===== src/rtl/stream_min_tracker.sv =====
// Streaming frame minimum finder: reports the smallest of FRAME_LEN samples and its first index.
// Define STREAM_MIN_TRACK_MAX_EN to also track the frame maximum and its first index.
module stream_min_tracker #(
    parameter int WIDTH     = 4,
    parameter int FRAME_LEN = 8,
    parameter int IDX_W     = 3
) (
    input  logic             clk,
    input  logic             reset,
    input  logic             in_valid,
    output logic             in_ready,
    input  logic [WIDTH-1:0] in_data,
    output logic             out_valid,
    input  logic             out_ready,
    output logic [WIDTH-1:0] out_min,
    output logic [IDX_W-1:0] out_idx,
    output logic             busy,
`ifdef STREAM_MIN_TRACK_MAX_EN
    output logic [WIDTH-1:0] out_max,
    output logic [IDX_W-1:0] out_max_idx,
`endif
    output logic [1:0]       dbg_state
);

    // Handshake rule on both sides: a transfer happens at a rising edge where valid and ready are both 1.
    typedef enum logic [1:0] {S_IDLE = 2'd0, S_ACCUM = 2'd1, S_DONE = 2'd2} state_t;

    localparam logic [IDX_W:0] LAST_CNT = (IDX_W+1)'(FRAME_LEN - 1);

    state_t           r_state;
    state_t           w_next_state;
    logic             r_ready_en;
    logic [IDX_W:0]   r_count;
    logic [WIDTH-1:0] r_acc_min;
    logic [IDX_W-1:0] r_acc_idx;
    logic [WIDTH-1:0] r_out_min;
    logic [IDX_W-1:0] r_out_idx;

    logic             w_beat;
    logic             w_last;
    logic             w_lt;
    logic [IDX_W-1:0] w_cnt_idx;

    assign w_beat    = in_valid & in_ready;
    assign w_last    = w_beat && (r_state == S_ACCUM) && (r_count == LAST_CNT);
    assign w_lt      = in_data < r_acc_min;
    assign w_cnt_idx = r_count[IDX_W-1:0];

    always_ff @(posedge clk or posedge reset) begin
        if (reset) begin
            r_state <= S_IDLE;
        end else begin
            r_state <= w_next_state;
        end
    end

    always_comb begin
        w_next_state = r_state;
        case (r_state)
            S_IDLE:  if (w_beat)    w_next_state = S_ACCUM;
            S_ACCUM: if (w_last)    w_next_state = S_DONE;
            S_DONE:  if (out_ready) w_next_state = S_IDLE;
            default:                w_next_state = S_IDLE;
        endcase
    end

    // in_ready stays low while reset is held and for the edge-free gap right after release.
    always_comb begin
        in_ready  = r_ready_en && (r_state != S_DONE);
        out_valid = (r_state == S_DONE);
        busy      = (r_state != S_IDLE);
        dbg_state = r_state;
    end

    always_ff @(posedge clk or posedge reset) begin
        if (reset) begin
            r_ready_en <= 1'b0;
            r_count    <= '0;
            r_acc_min  <= '0;
            r_acc_idx  <= '0;
            r_out_min  <= '0;
            r_out_idx  <= '0;
        end else begin
            r_ready_en <= 1'b1;
            if (w_beat && (r_state == S_IDLE)) begin
                r_acc_min <= in_data;
                r_acc_idx <= '0;
                r_count   <= (IDX_W+1)'(1);
            end else if (w_beat && (r_state == S_ACCUM)) begin
                r_count <= r_count + 1'b1;
                if (w_lt) begin
                    r_acc_min <= in_data;
                    r_acc_idx <= w_cnt_idx;
                end
                // Output registers load on the final beat so they hold across the next frame.
                if (w_last) begin
                    r_out_min <= w_lt ? in_data : r_acc_min;
                    r_out_idx <= w_lt ? w_cnt_idx : r_acc_idx;
                end
            end else if ((r_state == S_DONE) && out_ready) begin
                r_count <= '0;
            end
        end
    end

    assign out_min = r_out_min;
    assign out_idx = r_out_idx;

`ifdef STREAM_MIN_TRACK_MAX_EN
    logic [WIDTH-1:0] r_acc_max;
    logic [IDX_W-1:0] r_acc_max_idx;
    logic [WIDTH-1:0] r_out_max;
    logic [IDX_W-1:0] r_out_max_idx;
    logic             w_gt;

    assign w_gt = in_data > r_acc_max;

    always_ff @(posedge clk or posedge reset) begin
        if (reset) begin
            r_acc_max     <= '0;
            r_acc_max_idx <= '0;
            r_out_max     <= '0;
            r_out_max_idx <= '0;
        end else if (w_beat && (r_state == S_IDLE)) begin
            r_acc_max     <= in_data;
            r_acc_max_idx <= '0;
        end else if (w_beat && (r_state == S_ACCUM)) begin
            if (w_gt) begin
                r_acc_max     <= in_data;
                r_acc_max_idx <= w_cnt_idx;
            end
            if (w_last) begin
                r_out_max     <= w_gt ? in_data : r_acc_max;
                r_out_max_idx <= w_gt ? w_cnt_idx : r_acc_max_idx;
            end
        end
    end

    assign out_max     = r_out_max;
    assign out_max_idx = r_out_max_idx;
`endif

endmodule

===== config.mk =====
export PLATFORM = sky130hd
export DESIGN_NAME = stream_min_tracker
export DESIGN_NICKNAME = d
export VERILOG_FILES = /design/src/rtl/stream_min_tracker.sv
export SDC_FILE = /design/constraint.sdc
export NUM_CORES = 1
export LEC_CHECK = 0
export CORE_MARGIN = 2
export CORE_UTILIZATION = 46
export DETAILED_ROUTE_END_ITERATION = 10
export PLACE_DENSITY_LB_ADDON = 0.05
export SETUP_SLACK_MARGIN = 0.3
export SLEW_MARGIN = 20
export SYNTH_ARGS = -nofsm -noshare
export SYNTH_HDL_FRONTEND = slang
export SYNTH_SLANG_ARGS = --single-unit

===== constraint.sdc =====
create_clock -name clk -period 1.95 [get_ports clk]
set_input_delay 0.195 -clock clk [delete_from_list [all_inputs] [get_ports clk]]
set_output_delay 0.195 -clock clk [all_outputs]
set_load 0.05 [all_outputs]

* Word level (Yosys, flattened, before mapping)
Cells that the tools add are included.
Storage, ports and cells: flip-flop bits (word level) 21, bits of input ports 8, output and inout bits 12, logic and storage cells 42
Cells by class: add/subtract/negate cells 1, order comparisons 1, eq/ne operators 7, multiplexer cells 13, bitwise logic cells 2, reduce and logical (&&, ||, !) cells 11
Operator list (number):
- $mux 4 | 6
- $mux 3 | 3
- $mux 2 | 3
- $ne 2x2->1 const B | 3
- $pmux 2 s3 | 1
- $reduce_and 3->1 | 2
- $logic_and 1x1->1 | 5
- $add 4x1->4 const B | 1
- $eq 4x3->1 const B | 1
- $lt 4x4->1 | 1
- $reduce_bool 2->1 | 2
- $reduce_bool 3->1 | 1
- $eq 2x1->1 const B | 1
- $eq 2x2->1 const B | 1
- $logic_not 2->1 | 1
- $ne 2x1->1 const B | 1
- $and 1x1->1 | 1
- $not 1->1 | 1

* Depth between registers and ports, before layout
depth after elaboration 7, gate-level depth with buffers 7, mapped depth without buffers 6

* Worst setup path after synthesis
No wires, ideal clock.
kind reg-to-output, start register r_state[0], in the netlist dbg_state[0], end output in_ready, data arrival time 2.164 ns, required time 1.755 ns, slack -0.409 ns, stages on the path, launching flop included 5, path buffers 0, path through dfrtp_1 -> clkinv_1 -> nand2_1 -> inv_1 -> nor2b_1
On the way: cells in the longest elaborated chain, start to end 2
RTL lines:
- start, declared | line 30 | state_t r_state;
- start signal, assigned | line 53 | r_state <= w_next_state;
- $ne 2x2->1 | line 69 | in_ready = r_ready_en && (r_state != S_DONE);
- $logic_and 1x1->1 | line 69
- end, declared | line 11 | output logic in_ready,
Every way passes these cells.

* Worst setup path in the final report
start register r_acc_min[2], end register r_out_idx[0], in the netlist out_idx[0]
On the way: cells in the longest elaborated chain, start to end 2
RTL lines:
- start, declared | line 34 | logic [WIDTH-1:0] r_acc_min;
- start signal, assigned | line 86 | r_acc_min <= in_data;
- start signal, assigned | line 92 | r_acc_min <= in_data;
- $lt 4x4->1 | line 46 | assign w_lt = in_data < r_acc_min;
- $mux 3
- end signal, assigned | line 98 | r_out_idx <= w_lt ? w_cnt_idx : r_acc_idx;
- end, declared | line 37 | logic [IDX_W-1:0] r_out_idx;
Every way passes these cells. A chain may end at the register's enable or synchronous reset.

==> flow_summary.json <==
{
  "synth_top_area_frac": 0.474,
  "synth_most_common_cell": "dfrtp_1",
  "insertion_delay_ns": 0.31,
  "die_h_um": 53.1,
  "die_area_um2": 2820,
  "first_global_vias": 964,
  "yosys-top-cells-count": "21 x dfrtp_1, 15 x nand2_1, 8 x o211ai_1",
  "leakagePower_nw": 0.745,
  "startpoint_type": "register",
  "status": "complete, no violations",
  "fin_skew_ns": 0.00799,
  "io_pins": 20,
  "cts.sinks": 21,
  "ir_drop_mv": 0.971,
  "hold_violations": 0,
  "dr.first_iter.drc_count": 11,
  "grt_use_total": 0.212,
  "postCtsHoldBufs": 0,
  "fp-row-count": 17,
  "drv_cap": 0,
  "die_w_um": 53.1,
  "ant_nets": 0,
  "post-route-min-period_ns": 1.67,
  "path_max_fanout": 6,
  "yosys.area.top_type": "dfrtp_1",
  "rsz0062_at_grt": "true",
  "power.density_nw_per_um2": 1490,
  "ys_seq_area_frac": 0.474,
  "core_um2": 2250,
  "start_util": 0.492,
  "drc": 0,
  "wl_per_cell_um": 15.1,
  "crit_type": "register to register",
  "final_util": 0.725,
  "netlist-cell-type-count": 31,
  "ys_top_cells_by_area": "dfrtp_1 47%, o211ai_1 5.4%, nand2_1 5.1%",
  "cts_tree": "built",
  "cts_made_buffers": 3,
  "synthToLayoutAreaGrowth_pct": 47.5,
  "hold_path_class": "input pin to asynchronous set/reset pin",
  "fin_crit_sh": 0.859,
  "num_antenna_cells": 0,
  "ys_ff_latch": 21,
  "clk_pin_slew_ns": 0.12,
  "cts_root_buffer": "clkbuf_4",
  "overflow": 0,
  "synth.avg_cell_area_um2": 9.72,
  "placed_area_um2": 1520,
  "final_net_count": 166,
  "setup_viol": 0,
  "synth_edf_count": 0,
  "fin_tns_setup_ns": 0,
  "syn_area_um2": 1110,
  "fmax_mhz": 597,
  "layout-drive-gt1-share": 0.353,
  "crit_arrival_ns": 1.93,
  "htreeDepth": 1,
  "routed_wl_um": 2730,
  "cp-end-kind": "register",
  "grt_max_degree": 13,
  "syn_inst": 114,
  "cp.required_ns": 2.21,
  "globalplace.congestion": 0.815,
  "final_area_um2": 1640,
  "ys_warn_count": 0,
  "async_reset_ff_frac": 1.00,
  "dr.pass1.iters": 4,
  "grt_antenna_before_repair": 0,
  "dp_hpwl_um": 2000,
  "io_buffer_count": 19,
  "syn_nets": 126,
  "ys.flop_type": "dfrtp_1",
  "final_max_slew_viol_count": 0,
  "vias_per_cell": 5.62,
  "cts_buffer_depth": 2,
  "grt_pass1_wl_um": 4340,
  "num_vias": 1018
}
worst paths after layout:
| path | startpoint | to | slack, ns | cells past startpoint |
|---|---|---|---|---|
| max in group asynchronous | reset | out_min[1] | 1.28 | 3 |
| worst min-delay path | reset | r_count[1] | 0.17 | 2 |
| worst max register to register | r_acc_min[2] | out_idx[0] | 0.28 | 8 |
| worst max-delay path | r_acc_min[2] | out_idx[0] | 0.28 | 8 |
| min in group clk | out_min[3] | out_min[3] | 0.51 | 2 |
| worst min register to register | out_min[3] | out_min[3] | 0.51 | 2 |
per-stage QoR:
| stage | power (mW) | hold slack, ns | std cells | setup WS (ns) |
|---|---|---|---|---|
| global placement | 2.05 | 0.469 | 170 | -0.0586 |
| global route | 2.58 | 0.239 | 181 | 0.221 |
| detailed placement | 2.09 | 0.475 | 170 | -0.0995 |
| CTS | 2.36 | 0.182 | 180 | 0.246 |
| finish | 2.44 | 0.167 | 181 | 0.275 |
| floorplan | 1.67 | 0.171 | 114 | 0.235 |
worst max-delay path, stage by stage (launching register included):
cell and delay, ns:
dfrtp_1 0.38, inv_2 0.05, ha_4 0.25, or2_4 0.11, a21oi_4 0.06, buf_12 0.13
buf_4 0.13, or4_4 0.42, nand3_2 0.09
registers in the layout, summed over array words and instances, names as in the netlist:
| register | cells |
|---|---|
| r_ready_en | 1 |
| r_acc_idx | 3 |
| dbg_state | 2 |
| out_idx | 3 |
| r_count | 4 |
| r_acc_min | 4 |
| out_min | 4 |
power by group:
group / switching [mW] / internal, mW / leakage, nW
logic: 0.800 / 0.686 / 0.480
registers: 0.128 / 0.612 / 0.250
clock network: 0.138 / 0.0799 / 0.0150
total: 1.07 / 1.38 / 0.745
timing repair:
item / in CTS / in global routing
pin swaps: 5 / 12
setup buffers: 6 / 1
gates resized for setup: 17 / 8
endpoints found under the setup margin: 22 / 15
kinds of logic after synthesis:
kind of cell,count (synthesis),synth area share
DFF,21,0.474
and+or+nand+nor,42,0.207
muxes,5,0.0497
other,1,0.00338
buffers and inverters,13,0.0463
AOI/OAI and AO/OA,27,0.167
adders and majority gates,4,0.0451
xor gates and xnor gates,1,0.00790
cell type report:
type	instances	area [µm²]
Multi-Input combinational cell	80	651
Fill cell	169	619
Sequential cell	21	528
Timing Repair Buffer	40	363
Tap cell	28	35.0
Inverter	8	32.5
Clock buffer	4	26.3
cell usage in the layout (no fill, tap or decap), types with 4 or more instances in the layout:
cell and n:
dlygate4sd2_1 9, nor2_1 5, nand2_1 15, o211ai_1 8, clkdlybuf4s50_1 7, mux2_2 4, dfrtp_1 19, a21oi_1 5
inv_1 5, buf_4 18, o21ai_0 7
per-layer routing:
layer,up-vias,part of all wire,GRT usage
met2,34,0.46,0.344
met4,0,0.016,0.0513
met3,12,0.042,0.0254
li1,490,-,-
met5,-,0,0
met1,482,0.49,0.300
No activity file was read; power rests on OpenSTA's default activity.
